==> src/rtl/uart_pkg.sv <==
// uart_pkg: shared UART receive types, constants and the data-width decode helper.
package uart_pkg;

    typedef enum logic [2:0] {IDLE, START, DATA, PARITY, STOP, RESYNC} rx_state_t;

    typedef enum logic [1:0] {BITS5, BITS6, BITS7, BITS8} data_bits_t;

    localparam int DEFAULT_OVERSAMPLE = 16;

    function automatic logic [3:0] data_bits_to_n(input data_bits_t b);
        return 4'(b) + 4'd5;
    endfunction

endpackage

==> src/rtl/uart_rx_sync.sv <==
// uart_rx_sync: multi-flop synchronizer for asynchronous inputs that idle high.
module uart_rx_sync #(
    parameter int SYNC_STAGES = 2
) (
    input  logic clk,
    input  logic reset,
    input  logic d,
    output logic q
);

    logic [SYNC_STAGES-1:0] ff;

    always_ff @(posedge clk)
        ff <= reset ? '1 : {ff[SYNC_STAGES-2:0], d};

    assign q = ff[SYNC_STAGES-1];

endmodule

==> src/rtl/uart_rx_deserializer.sv <==
// uart_rx_deserializer: oversampled UART receive framer feeding the RX FIFO,
// with parity, framing, break and overrun reporting.
module uart_rx_deserializer
    import uart_pkg::*;
#(
    parameter int OVERSAMPLE  = DEFAULT_OVERSAMPLE,
    parameter int SYNC_STAGES = 2
) (
    input  logic       clk,
    input  logic       reset,
    input  logic       enable_i,
    input  logic       baud_tick_i,
    input  logic       rx_i,
    input  logic [1:0] cfg_data_bits_i,
    input  logic       cfg_parity_en_i,
    input  logic       cfg_parity_odd_i,
    input  logic       cfg_stop2_i,
    input  logic       fifo_rx_full_i,
    output logic [7:0] fifo_rx_data_o,
    output logic       fifo_rx_push_o,
    output logic       parity_err_o,
    output logic       frame_err_o,
    output logic       break_o,
    output logic       overrun_o,
    output logic       rx_busy_o
);

    localparam int CW = $clog2(OVERSAMPLE);
    localparam logic [CW-1:0] START_PT = CW'(OVERSAMPLE / 2 - 1);
    localparam logic [CW-1:0] BIT_PT   = CW'(OVERSAMPLE - 1);

    rx_state_t   state;
    logic        rx_s;
    logic [CW-1:0] cnt;
    logic [2:0]  idx;
    logic [7:0]  shreg;
    logic [3:0]  n;
    logic        par_en, par_odd, stop2, stop_idx, stop1, par_bit, par_err;
    logic        sample, first_stop, fe, brk;

    uart_rx_sync #(.SYNC_STAGES(SYNC_STAGES)) u_sync (
        .clk  (clk),
        .reset(reset),
        .d    (rx_i),
        .q    (rx_s)
    );

    assign sample     = baud_tick_i && cnt == BIT_PT;
    assign first_stop = stop_idx ? stop1 : rx_s;
    assign fe         = !first_stop || !rx_s;
    assign brk        = shreg == 8'h00 && !par_bit && !first_stop;
    assign rx_busy_o  = state != IDLE;

    always_ff @(posedge clk) begin
        if (reset) begin
            state          <= IDLE;
            cnt            <= '0;
            idx            <= '0;
            shreg          <= '0;
            n              <= 4'd5;
            par_en         <= 1'b0;
            par_odd        <= 1'b0;
            stop2          <= 1'b0;
            stop_idx       <= 1'b0;
            stop1          <= 1'b0;
            par_bit        <= 1'b0;
            par_err        <= 1'b0;
            fifo_rx_data_o <= '0;
            fifo_rx_push_o <= 1'b0;
            parity_err_o   <= 1'b0;
            frame_err_o    <= 1'b0;
            break_o        <= 1'b0;
            overrun_o      <= 1'b0;
        end else begin
            fifo_rx_push_o <= 1'b0;
            parity_err_o   <= 1'b0;
            frame_err_o    <= 1'b0;
            break_o        <= 1'b0;
            overrun_o      <= 1'b0;
            if (baud_tick_i)
                cnt <= cnt + 1'b1;
            if (!enable_i) begin
                state <= IDLE;
                cnt   <= '0;
            end else begin
                case (state)
                    IDLE: if (baud_tick_i && !rx_s) begin
                        state    <= START;
                        cnt      <= '0;
                        idx      <= '0;
                        shreg    <= '0;
                        stop_idx <= 1'b0;
                        par_bit  <= 1'b0;
                        par_err  <= 1'b0;
                        n        <= data_bits_to_n(data_bits_t'(cfg_data_bits_i));
                        par_en   <= cfg_parity_en_i;
                        par_odd  <= cfg_parity_odd_i;
                        stop2    <= cfg_stop2_i;
                    end
                    START: if (baud_tick_i && cnt == START_PT) begin
                        state <= rx_s ? IDLE : DATA;
                        cnt   <= '0;
                    end
                    DATA: if (sample) begin
                        shreg[idx] <= rx_s;
                        idx        <= idx + 1'b1;
                        if (idx == 3'(n - 4'd1)) begin
                            state <= par_en ? PARITY : STOP;
                            cnt   <= '0;
                        end
                    end
                    PARITY: if (sample) begin
                        par_bit <= rx_s;
                        par_err <= (^shreg ^ rx_s) != par_odd;
                        state   <= STOP;
                        cnt     <= '0;
                    end
                    STOP: if (sample) begin
                        if (stop2 && !stop_idx) begin
                            stop_idx <= 1'b1;
                            stop1    <= rx_s;
                        end else begin
                            // A low final stop means the line is still low: hold off new starts.
                            state <= rx_s ? IDLE : RESYNC;
                            cnt   <= '0;
                            if (fifo_rx_full_i)
                                overrun_o <= 1'b1;
                            else begin
                                fifo_rx_push_o <= 1'b1;
                                fifo_rx_data_o <= shreg;
                                parity_err_o   <= par_err;
                                frame_err_o    <= fe;
                                break_o        <= brk;
                            end
                        end
                    end
                    RESYNC: if (baud_tick_i && rx_s) begin
                        state <= IDLE;
                        cnt   <= '0;
                    end
                    default: state <= IDLE;
                endcase
            end
        end
    end

endmodule

==> config.mk <==
export PLATFORM = sky130hd
export DESIGN_NAME = uart_rx_deserializer
export DESIGN_NICKNAME = d
export VERILOG_FILES = /design/src/rtl/uart_pkg.sv /design/src/rtl/uart_rx_sync.sv /design/src/rtl/uart_rx_deserializer.sv
export SDC_FILE = /design/constraint.sdc
export NUM_CORES = 1
export LEC_CHECK = 0
export ABC_AREA = 1
export BUFFER_PORTS_ARGS = -buffer_cell sky130_fd_sc_hd__buf_2
export CAP_MARGIN = 20
export CORE_MARGIN = 4
export CORE_UTILIZATION = 50
export CTS_BUF_LIST = sky130_fd_sc_hd__clkbuf_8
export DETAILED_ROUTE_END_ITERATION = 7
export PLACE_DENSITY = 0.67
export SLEW_MARGIN = 5
export SYNTH_ARGS = -nofsm -noshare
export SYNTH_HDL_FRONTEND = slang
export SYNTH_SLANG_ARGS = --single-unit
==> constraint.sdc <==
create_clock -name clk -period 3.7 [get_ports clk]
set_clock_uncertainty 0.15 [all_clocks]
set_input_delay 0.74 -clock clk [delete_from_list [all_inputs] [get_ports clk]]
set_output_delay 0.74 -clock clk [all_outputs]
set_load 0.02 [all_outputs]
======== After elaboration in Yosys (flattened, before gate mapping) ========
Index checks and enable logic that the tools add are counted.
storage, ports and cells
  register bits ........................... 43
  bits in latches ......................... 0
  RAM bits ................................ 0
  memory bits (read-only) ................. 0
  word-level logic and storage cells ...... 121
  output and inout bits ................... 14
  memories kept ........................... 0
operators by class
  muxes and demuxes ....................... 42
  add/sub/neg operators ................... 4
  bitwise operators ....................... 6
  shift-type cells ........................ 0
  div/mod/pow operators ................... 0
  equality and inequality tests ........... 18
  reduce and logical (&&, ||, !) cells .... 30
  $mul .................................... 0
  $lt $le $gt $ge ......................... 2
operator list
  cell                                                             count
  3-bit two-way mux                                                12
  4-bit two-way mux                                                9
  4-bit case mux with 6 select lines                               1
  2-bit inequality test, second input constant                     9
  3-bit case mux with 6 select lines                               1
  8-bit two-way mux                                                2
  8-bit case mux with 2 select lines                               1
  4-bit AND reduction                                              3
  5-bit AND reduction                                              2
  1-bit two-way mux                                                9
  8-bit bitwise mux                                                1
  1-bit logical AND                                                8
  8-bit logical NOT                                                1
  8-bit AND reduction                                              1
  8-bit XOR reduction                                              1
  3-bit by 2-bit == test with 1-bit output, second input constant  2
  3-bit == test, second input constant                             2
  1-bit case mux with 2 select lines                               3
  3-bit case mux with 2 select lines                               1
  2-bit nonzero test                                               3
  6-bit OR reduction                                               1
  1-bit inverter                                                   5
  5-bit OR reduction                                               1
  4-bit by 1-bit adder with 4-bit output, second input constant    1
  other kinds (19)                                                 22

======== Depth between registers and ports, before layout ========
  word-level depth ........................ 7
  depth in mapped cells ................... 12
  depth with buffers taken out ............ 12

======== By module ========
Synthesis repeated with hierarchy kept, for this count alone.
unflattened totals
  cell total of the unflattened synthesis .. 320
  area total of the unflattened synthesis .. 2334.7 µm²
by module, submodules not included
  module                sequential area each (µm²)  instances  area an instance (µm²)  cells each
  uart_rx_deserializer  820.8                       1          2275.9                  313
  uart_rx_sync          40.0                        1          58.8                    7

======== Least setup slack after synthesis ========
Ideal clock, no wire load.
  path kind ............................... input to register
  start point ............................. input baud_tick_i
  end point ............................... register shreg[4]
  setup slack ............................. 1.785 ns
  data required time ...................... 3.418 ns
  arrival ................................. 1.633 ns
  cell stages on the path ................. 11
  path buffers ............................ 2
  path through ............................ buf_6 > nand2_4 > nor2_2 > nand3_2 > inv_2 > nand2_1 > nand2_2 > buf_6 > o21ai_0 > nand2_1 > a21oi_1
between the ends
  cells in the longest elaborated chain, start to end .. 3
  elaborated cells between the ends (all ways) .. 5
RTL lines
  what                                  line                                                    source
  start: declaration                    uart_rx_deserializer.sv:12                              input logic baud_tick_i,
  1-bit logical AND (on tied branches)  uart_rx_deserializer.sv:87, uart_rx_deserializer.sv:48
  2-bit inequality test (no line)       -
  4-bit AND reduction (no line) *       -
  end signal: indexed assignment        uart_rx_deserializer.sv:105                             shreg[idx] <= rx_s;
  end: declaration                      uart_rx_deserializer.sv:36                              logic [7:0] shreg;
Mark *: on every way between the ends. The rest lies on a longest branch, timed or not.
A chain may end at the register's enable or synchronous reset.

======== Worst setup path in the final report ========
  start point ............................. register state[0]
  end point ............................... output rx_busy_o
between the ends
  cells in the longest elaborated chain, start to end .. 1
RTL lines
  what                      line                         source
  start: declaration        uart_rx_deserializer.sv:32   rx_state_t state;
  start signal: assignment  uart_rx_deserializer.sv:101  state <= rx_s ? IDLE : DATA;
  start signal: assignment  uart_rx_deserializer.sv:108  state <= par_en ? PARITY : STOP;
  start signal: assignment  uart_rx_deserializer.sv:124  state <= rx_s ? IDLE : RESYNC;
  3-bit nonzero test        uart_rx_deserializer.sv:52   assign rx_busy_o = state != IDLE;
  end: declaration          uart_rx_deserializer.sv:25   output logic rx_busy_o
No other way between the ends.

==> results.ini <==
[status]
status=finished, final reports clean

[finish]
fin_nets=354
multi_input_area_mm2=0.00116
fill_cells=434
seqCellArea_um2=861
area_growth_pct=9.94
diodes=0
drive_gt1_share_pct=18.8
final_area_mm2=0.00246

[global_route]
grt_max_degree=18
grt_usage_pct=18.2
grt_pass1_vias=1668
grt_pass1_wl_um=7760
grt_overflow_total=0
antenna_found_initial=0

[sta]
drv_slew=0
hold_ws_ps=274
setup_violations=0
rsz0062_at_grt=no
tns_ps=0
fin_crit_ps=2180
setup_ws_ps=1520
max_freq_mhz=460
hold_violations=0
worst_pin_slew_ps=521
slew_headroom_pct=65.0
fin_crit_sh_pct=58.8

[critical_path]
worstPathArrival_ps=1290
cp_max_fo=5
setup.worst_path.end_class=primary output
crit-reg2reg-launch=state[2]
cpPeakStageDelay_ps=380
crit_top_cell=nor2_4
worst_r2r_path_depth=9
rrSetupSlack_ps=1780
cp_cell_sequence=nor2_4 -> inv_4 -> nor2_4 -> inv_1 -> buf_2
worst_ep_required_time_ps=2810
start_kind=flop
crit_slowest_cell=dfxtp_1
timing.setup.critical_path_class=reg -> out
reg2reg_to=shreg[3]

[logic_synthesis]
yosys_register_bits=43
netlist_instances=312
syn_area_per_cell_um2=7.18
synth_most_common_cell=nand2_1
synth.top_cells.by_area=dfxtp_1, nand2_1, o21ai_0, nor2_1, inv_1
syn_area_mm2=0.00224
synth_nets=331
synthArstFlopShare_pct=0
synth_commonest_cells=nand2_1, dfxtp_1, nor2_1
synth-seq-area-share_pct=38.4
synth_edf_count=0
synth_top_area_share_pct=38.4
yosysTopAreaCell=dfxtp_1
yosysWarnings=0
synth.distinct_cells=33
ys.flop_type=dfxtp_1

[route]
drc_errors=0
ant_nets=0
wl_per_cell_um=12.3
drt_iter0_drc=117
via_per_inst=5.07
via_count=1969
firstDrtPassIters=4
wl_um=4790

[clocking]
htree_levels=2
cts_buffers=5
cts_tree=done
hold_buffers=0
clk_path_buf_depth=2
post_cts_buffers=0
clk_latency_ps=300
cts_repair_resize_count=0
root_buffer=clkbuf_8
cts_sinks=43
clk_pin_slew_ps=80

[pwr]
swShare_pct=25.7
combPwrFrac_pct=7.5
p_seq_share_pct=56.8
vdd_drop_max_v=0.000213
clock_power_share_pct=35.8
switchingPower_w=0.000215
p_leak_nw=1.10
p_int_w=0.000620
p_per_area_mw_per_mm2=339

[placed_design]
dpl_cell_area_mm2=0.00237
gp_congestion=0.862
preCtsSetupSlack_ps=1480
numPortBuffers=24
dp_hpwl_um=3540

[hold_path]
min-delay-start=u_sync.ff[0]
min_to=u_sync.ff[1]
whs_path_depth=1
min_path_type=reg -> reg

[floorplanning]
fp.coreArea_mm2=0.00435
rows=24
die-area_mm2=0.00562
ios=25
die_w_um=74.9
initial_core_util_pct=51.5
dieHeight_um=74.9

[run]
max_cap_violations=0

## worst max-delay path, delay by kind of cell (launching register included)
family,cells,cell delay (ps)
buffers and inverters,3,260
flip-flops,1,380
AND/OR/NAND/NOR,2,340
## cells in the final DEF, fill, tap and decap left out
master	netlist	layout
clkinvlp_4	0	2
nor3_2	2	2
xnor2_1	2	2
buf_2	2	24
clkbuf_8	0	5
a21oi_1	24	24
nor3_1	12	12
inv_4	1	1
nand3_2	2	2
inv_1	36	36
nor4_4	1	1
dfxtp_1	43	43
nor2_2	3	3
o21ai_1	2	2
or2_2	3	3
nor2_4	4	4
nor4_2	1	1
xor2_1	1	1
nand2_2	4	4
nand3_1	9	9
o21ai_0	29	29
inv_2	6	6
clkinv_2	1	2
nor2_1	37	37
nand4_4	1	1
mux2i_1	1	1
nand4_1	5	5
nand2_4	2	2
o211ai_1	1	1
ha_1	8	8
nand2_1	62	62
nand3b_1	1	1
## sequential cells by signal, summed over array words and instances, names as in the netlist, 2 cells and up
name	count
u_sync.ff	2
n	3
cnt	4
idx	3
shreg	8
state	3
fifo_rx_data_o	8
## layout make-up
class,instances,area share [%]
clock buffers,5,2.79
multi-input cells,217,47.1
well taps,52,2.64
flip-flops and latches,43,34.9
inverters,44,6.86
clock inverters,3,0.813
repair buffers,24,4.88
## metrics by stage
stage	cells	total power, W	util [%]
2_1_floorplan	312	0.000530	-
3_3_place_gp	380	0.000546	54.5
3_5_place_dp	380	0.000546	54.5
6_report	388	0.000834	56.6
4_1_cts	388	0.000840	56.6
5_1_grt	388	0.000872	56.6
## kinds of logic (layout without fill, tap and decap cells)
logic type,Yosys count,in the layout,share of synthesized area [%]
and+or+nand+nor,149,149,33.1
AOI/OAI and AO/OA,56,56,12.6
buffers and inverters,52,76,9.83
DFF,43,43,38.4
adders and majority gates,8,8,4.47
xor gates and xnor gates,3,3,1.17
muxes,1,1,0.447
## power by group through the flow
stage	sequential, W	clock (W)	combinational (W)
floorplan	0.000482	0	0.0000471
global placement	0.000484	0	0.0000615
detailed placement	0.000484	0	0.0000619
CTS	0.000474	0.000304	0.0000623
global route	0.000474	0.000326	0.0000709
finish	0.000473	0.000298	0.0000624
## per-layer routing
metal / global-route usage (%) / part of all wire (%) / vias to the layer above
met1: 26.8 / 53 / 873
met4: 5.14 / 0.40 / 0
li1: - / - / 1050
met2: 26.2 / 42 / 44
met5: 0 / 0 / -
met3: 4.41 / 4.3 / 2
## worst max path at each step
stage                      startpoint         to  slack (ps)
final                        state[0]  rx_busy_o        1520
after CTS                    state[0]  rx_busy_o        1520
after detailed placement  baud_tick_i   shreg[4]        1480
after global placement    baud_tick_i   shreg[3]        1520
after global routing         state[0]  rx_busy_o        1410
after floorplan           baud_tick_i   shreg[4]        1780
(Power assumes the default switching activity.)
